`config.mk`:
```
export PLATFORM = sky130hd
export DESIGN_NAME = elevador_solicitudes
export DESIGN_NICKNAME = d
export VERILOG_FILES = /design/src/rtl/elevador_solicitudes.sv
export SDC_FILE = /design/constraint.sdc
export NUM_CORES = 1
export LEC_CHECK = 0
export ABC_AREA = 1
export CAP_MARGIN = 25
export CORE_UTILIZATION = 30
export DETAILED_ROUTE_END_ITERATION = 7
export PLACE_DENSITY = 0.43
export SLEW_MARGIN = 10
export SYNTH_ARGS = -nofsm -noshare
export SYNTH_HDL_FRONTEND = slang
export SYNTH_SLANG_ARGS = --single-unit
```
`constraint.sdc`:
```
create_clock -name clk -period 3.3 [get_ports clk]
set_input_delay 0.33 -clock clk [delete_from_list [all_inputs] [get_ports clk]]
set_output_delay 0.33 -clock clk [all_outputs]
set_load 0.02 [all_outputs]
```
`src/rtl/elevador_solicitudes.sv`:
```
// Purpose : request stage for the 3-floor elevator FSM: debounces call buttons, latches
//           pending calls, tracks the car floor and pulses one-floor move commands.
// Latency : press-to-pendiente 2+DEB_CICLOS cycles; boton/dato/puerta_abierta are registered.
// Backpressure: none; the downstream FSM is given TRASLADO_CICLOS per move, no handshake.
// Ports   : clk, rst_n (async active-low); llamada[2:0] raw calls (bit0 = floor 1);
//           motorsubir/motorbajar from the FSM; boton[1:0] (10 up, 01 down) to the FSM;
//           dato[3:0] floor code 1..3; pendiente[2:0] latched calls; puerta_abierta.
// Option  : define RETORNO_PISO1_EN to park the car at floor 1 after REPOSO_CICLOS idle cycles.
module elevador_solicitudes #(
  parameter int DEB_CICLOS      = 16,
  parameter int TRASLADO_CICLOS = 8,
  parameter int PUERTA_CICLOS   = 12,
  parameter int REPOSO_CICLOS   = 64
) (
  input  logic       clk,
  input  logic       rst_n,
  input  logic [2:0] llamada,
  input  logic       motorsubir,
  input  logic       motorbajar,
  output logic [1:0] boton,
  output logic [3:0] dato,
  output logic [2:0] pendiente,
  output logic       puerta_abierta
);

  localparam int DW     = $clog2(DEB_CICLOS + 1);
  localparam int TMAX_A = (TRASLADO_CICLOS > PUERTA_CICLOS) ? TRASLADO_CICLOS : PUERTA_CICLOS;
  localparam int TMAX   = (TMAX_A > REPOSO_CICLOS) ? TMAX_A : REPOSO_CICLOS;
  localparam int TW     = $clog2(TMAX + 1);

  typedef enum logic [1:0] {REPOSO, PEDIR, ESPERA, PUERTA} estado_t;

  // ---------------- input synchronizer + debounce ----------------
  logic [2:0]    r_sync1, r_sync2, r_acc;
  logic [DW-1:0] r_deb_cnt [3];
  logic [2:0]    w_acepta, w_press;

  // A level is accepted on the DEB_CICLOS-th consecutive sample that differs from the
  // last accepted level; the press pulse is combinational so pendiente sets on that edge.
  always_comb begin
    w_acepta = 3'b000;
    for (int i = 0; i < 3; i++) begin
      w_acepta[i] = (r_sync2[i] != r_acc[i]) && (r_deb_cnt[i] == DW'(DEB_CICLOS - 1));
    end
    w_press = w_acepta & r_sync2;
  end

  always_ff @(posedge clk or negedge rst_n) begin
    if (!rst_n) begin
      r_sync1 <= 3'b000;
      r_sync2 <= 3'b000;
      r_acc   <= 3'b000;
      for (int i = 0; i < 3; i++) r_deb_cnt[i] <= '0;
    end else begin
      r_sync1 <= llamada;
      r_sync2 <= r_sync1;
      for (int i = 0; i < 3; i++) begin
        if (r_sync2[i] == r_acc[i]) begin
          r_deb_cnt[i] <= '0;
        end else if (w_acepta[i]) begin
          r_deb_cnt[i] <= '0;
          r_acc[i]     <= r_sync2[i];
        end else begin
          r_deb_cnt[i] <= r_deb_cnt[i] + 1'b1;
        end
      end
    end
  end

  // ---------------- floor tracker ----------------
  logic [1:0] r_piso;
  logic [3:0] r_dato;

  always_ff @(posedge clk or negedge rst_n) begin
    if (!rst_n) begin
      r_piso <= 2'd1;
      r_dato <= 4'd1;
    end else begin
      if (motorsubir && !motorbajar && r_piso != 2'd3)      r_piso <= r_piso + 2'd1;
      else if (motorbajar && !motorsubir && r_piso != 2'd1) r_piso <= r_piso - 2'd1;
      r_dato <= {2'b00, r_piso};
    end
  end

  // ---------------- scheduler ----------------
  estado_t       r_estado;
  logic          r_dir;      // 1 = up
  logic [TW-1:0] r_timer;    // ESPERA/PUERTA timer, idle counter in REPOSO when enabled
  logic [1:0]    r_boton;
  logic          r_puerta;
  logic [2:0]    r_pend;

  logic [2:0] w_cur, w_arriba, w_abajo, w_blk, w_auto, w_pend_nxt;
  logic       w_llam_cur, w_llam_up, w_llam_dn;

  // Floor masks: piso 1..3 maps to bit 0..2.
  assign w_cur      = 3'b001 << (r_piso - 2'd1);
  assign w_arriba   = 3'b110 << (r_piso - 2'd1);
  assign w_abajo    = ~(w_arriba | w_cur);
  assign w_llam_cur = |(r_pend & w_cur);
  assign w_llam_up  = |(r_pend & w_arriba);
  assign w_llam_dn  = |(r_pend & w_abajo);

  // The current floor's bit is held clear on the cycle the door opens and while it is
  // open, so a press there is absorbed as a door-timer restart instead of a new call.
  assign w_blk      = ((r_estado == PUERTA) || (r_estado == REPOSO && w_llam_cur)) ? w_cur : 3'b000;
  assign w_pend_nxt = (r_pend & ~w_blk) | (w_press & ~w_blk) | w_auto;

`ifdef RETORNO_PISO1_EN
  logic w_ocioso, w_ocioso_fin;
  assign w_ocioso     = (r_estado == REPOSO) && (r_pend == 3'b000) && (r_piso != 2'd1) &&
                        (w_press == 3'b000);
  assign w_ocioso_fin = w_ocioso && (r_timer == TW'(REPOSO_CICLOS - 1));
  assign w_auto       = {2'b00, w_ocioso_fin};
`else
  assign w_auto = 3'b000;
`endif

  always_ff @(posedge clk or negedge rst_n) begin
    if (!rst_n) begin
      r_estado <= REPOSO;
      r_dir    <= 1'b1;
      r_timer  <= '0;
      r_boton  <= 2'b00;
      r_puerta <= 1'b0;
      r_pend   <= 3'b000;
    end else begin
      r_pend <= w_pend_nxt;
      case (r_estado)
        REPOSO: begin
          if (w_llam_cur) begin
            r_estado <= PUERTA;
            r_puerta <= 1'b1;
            r_timer  <= '0;
          end else if (r_dir ? w_llam_up : w_llam_dn) begin
            r_estado <= PEDIR;
            r_boton  <= r_dir ? 2'b10 : 2'b01;
            r_timer  <= '0;
          end else if (r_dir ? w_llam_dn : w_llam_up) begin
            r_dir    <= ~r_dir;
            r_estado <= PEDIR;
            r_boton  <= r_dir ? 2'b01 : 2'b10;
            r_timer  <= '0;
          end else begin
`ifdef RETORNO_PISO1_EN
            if (w_ocioso && !w_ocioso_fin) r_timer <= r_timer + 1'b1;
            else                           r_timer <= '0;
`else
            r_timer <= '0;
`endif
          end
        end
        PEDIR: begin
          r_boton  <= 2'b00;
          r_estado <= ESPERA;
          r_timer  <= '0;
        end
        ESPERA: begin
          if (r_timer == TW'(TRASLADO_CICLOS - 1)) begin
            r_estado <= REPOSO;
            r_timer  <= '0;
          end else begin
            r_timer <= r_timer + 1'b1;
          end
        end
        PUERTA: begin
          if (|(w_press & w_cur)) begin
            r_timer <= '0;
          end else if (r_timer == TW'(PUERTA_CICLOS - 1)) begin
            r_estado <= REPOSO;
            r_puerta <= 1'b0;
            r_timer  <= '0;
          end else begin
            r_timer <= r_timer + 1'b1;
          end
        end
        default: r_estado <= REPOSO;
      endcase
    end
  end

  assign boton          = r_boton;
  assign dato           = r_dato;
  assign pendiente      = r_pend;
  assign puerta_abierta = r_puerta;

endmodule

```
==> metrics.md <==
| Metric | Value |
|---|---|
| Placed cells | between 300 and 400 |
| Deepest clock path buffer count | 2 |
| Leak | 1.19 nW |
| Layout cells sized above 1 | a little under an eighth |
| Later-pin clock latency in the skew report | 0.30 ns |
| Clock root cell | clkbuf_8 |
| # IOs | 17 |
| Vias in the first global route | 1469 |
| Yosys top cell area share | 49.6% |
| H-tree level count | 2 |
| Fin. max-slew vios | 0 |
| CP delay by family, top | buffers and inverters |
| Worst VDD drop | 0.345 mV |
| Initial antenna violation count | 0 |
| Post-DP HPWL | between 2000 and 3000 um |
| Die X | 85.1 um |
| Worst path max stage delay | 0.60 ns |
| 1st-iter DRT viols | 73 |
| Via density | 4.40 |
| Initial Util | approximately a third |
| Slowest cell on crit path | clkdlybuf4s50_1 |
| Drt drc | 0 |
| Critical Path End Type | output pin |
| Gr ovfl total | 0 |
| Buf/Inv on CP | 1 |
| Worst min path class | in2async |
| Worst setup SP type | register |
| Worst EP arrival | between 1 and 1.5 ns |
| Finished Layout Cells | around 320 |
| Routability Congestion | around 0.8 |
| Largest family of logic cells by synthesized area | simple AND/OR/NAND/NOR gates |
| Fin crit share | approximately 53% |
| Synth Area in Simple Gates | 20.0% |
| Detailed Route WL | 3720 um |
| Final Net Count | 261 |
| Core area | 6490 um2 |
| Hold_buf cts | 0 |
| Max FO, Critical Path | 1 |
| Gates resized, CTS repair | 0 |
| Slew @ Worst Pin | 0.733 ns |
| Synth Register Bits | 44 |
| Total Power | approximately 1.3 mW |
| Status | finished, final reports clean |
| GRT Resource Usage Total | 12.1% |
| FMAX | 567 MHz |
| Largest cells by area after synthesis | dfrtp_1 (50%), nand2_1 (6.7%), ha_1 (6.0%) |
| Die Y | approximately 85 um |
| Antenna-violating nets left | 0 |
| Site Rows | 29 |
| Post-synthesis average cell area | 9.28 um2 |
| Synth unique cells | 31 |
| CTS tree | done |
| Adder-cell share of the synthesized area | 6.05% |
| Sequential area share after synthesis | ~53% |
| Vias | around 1400 |
| Largest net degree at the start of global routing | 33 |
| Max-Cap Viols | 0 |
| Mux cell area share after synthesis | 0% |
| First-pass GRT wire length | 6770 um |
| Xor and xnor area share after synthesis | 4.23% |
| Mapped cell area | around 2100 um2 |
| Power Dens Cells | between 500 and 600 nW/um2 |
| Cell Chain, Critical Path | clkdlybuf4s50_1 |
| Type of the worst setup path | reg2out |
| Setup TNS Final | 0 ns |
| Setup repair bufs after CTS | 0 |
| Min Tclk post-route | ~1.8 ns |
| DR WL/cell | roughly 12 um |
| CTS sink count | 44 |
| Worst EP required | 2.97 ns |
| Ant diodes | 0 |
| DR pass1 iterations | 4 |
| Cell taking the most area after synthesis | dfrtp_1 |
| Compound-Gate Fraction of Synth Area | 9.13% |
| DIE AREA | about 7200 um2 |
| Area grow syn2layout | 16.9% |
| Syn Inst Count | about 220 |
| Final Hold Fails | 0 |
| CTS clk-pin slew, worst paths | 0.09 ns |
| Final setup fails | 0 |
| TritonCTS Buffers | 5 |
| YS warnings | 0 |
| Unrepaired setup endpoints after global routing | false |
| Slew HR | 51.1% |
| Setup Skew | 0.0118 ns |
| PortBufs | 14 |
==> state kept, by name (all words and copies together), names as in the netlist <==
name	count
boton	2
dato	2
pendiente	3
puerta_abierta	1
r_acc	3
r_deb_cnt	15
r_dir	1
r_estado	2
r_piso	2
r_sync1	3
r_sync2	3
r_timer	7
==> cell families (layout without fill, tap and decap cells) <==
kind of cell,after synthesis,count (layout)
and+or+nand+nor,92,92
DFF,44,44
buffers and inverters,37,58
xor gates and xnor gates,10,10
adders and majority gates,10,10
AOI/OAI and AO/OA,29,29
other,1,2
==> power breakdown <==
group          switching (mW)  internal (mW)
Combinational           0.120         0.0810
Sequential             0.0378          0.588
Clock                   0.194          0.248
Total                   0.352          0.917
==> placed cells by master, fill, tap and decap left out <==
| cell type | n |
|---|---|
| ha_1 | 10 |
| o21ai_0 | 13 |
| inv_1 | 33 |
| clkinv_4 | 1 |
| conb_1 | 2 |
| dfrtp_1 | 41 |
| nor3_2 | 1 |
| o211ai_2 | 1 |
| buf_2 | 1 |
| clkdlybuf4s50_1 | 13 |
| buf_4 | 1 |
| nand3_2 | 4 |
| a31oi_1 | 1 |
| a21oi_2 | 1 |
| o211ai_1 | 1 |
| xnor2_1 | 3 |
| nor2_1 | 30 |
| dfstp_2 | 3 |
| or2_2 | 1 |
| a21oi_1 | 6 |
| inv_2 | 2 |
| or2_1 | 1 |
| xor2_1 | 7 |
| nand2_1 | 37 |
| nor3_1 | 4 |
| clkbuf_8 | 6 |
| a22o_1 | 2 |
| bufinv_16 | 1 |
| and2_1 | 1 |
| o22ai_2 | 1 |
| a21oi_4 | 1 |
| o21ai_1 | 1 |
| nand3_1 | 7 |
| o21a_1 | 1 |
| nand4_1 | 3 |
| nor2_2 | 3 |
==> final timing paths <==
kind                            start       endpoint  depth (start not counted)  slack (ns)
max reg2reg                 r_piso[0]       boton[0]                          9        1.54
min in group clk           r_sync1[2]     r_sync2[2]                          0        0.35
max                           dato[0]        dato[0]                          1        1.54
min                             rst_n     r_sync2[0]                          1        0.08
max in group asynchronous       rst_n  r_deb_cnt[14]                          2        2.54
min reg2reg                r_sync1[2]     r_sync2[2]                          0        0.35
==> final cells by class <==
cell class,count,area [um2]
inverters,35,131
flip-flops and latches,44,1100
well taps,77,96.3
clock buffers,6,82.6
repair buffers,15,143
fillers,650,4080
multi-input cells,143,822
clock inverters,2,38.8
==> per-stage QoR <==
| stage | area, um2 | worst slack (ns) | hold slack [ns] | utilization (%) |
|---|---|---|---|---|
| global route | 2420 | 1.34 | 0.141 | 37.2 |
| detailed placement | 2300 | 1.54 | 0.336 | 35.4 |
| CTS | 2420 | 1.52 | 0.114 | 37.2 |
| global placement | 2300 | 1.57 | 0.335 | 35.4 |
| floorplan | 2070 | 1.67 | 0.0344 | - |
| finish | 2420 | 1.54 | 0.0844 | 37.2 |
==> Yosys cell counts <==
cell and count:
and2_1 1, inv_1 33, conb_1 1, nor3_1 4
o22ai_2 1, dfstp_2 3, o21ai_1 1, ha_1 10
or2_1 1, xnor2_1 3, nor2_1 30, o211ai_1 1
o211ai_2 1, buf_4 2, o21ai_0 13, or2_2 1
a21oi_2 1, inv_2 2, nand4_1 3, nand3_2 4
nor2_2 3, a21oi_1 6, xor2_1 7, a31oi_1 1
nor3_2 1, nand3_1 7, dfrtp_1 41, nand2_1 37
a22o_1 2, o21a_1 1, a21oi_4 1
==> per-layer routing <==
metal / track usage, % / share of wire, % / vias up
met2: 18.6 / 43 / 21
met5: 0 / 0 / -
met1: 16.2 / 52 / 651
met3: 3.50 / 4.1 / 2
met4: 4.62 / 1.1 / 0
li1: - / - / 743
Note: power is estimated with default switching activity, not from simulation.
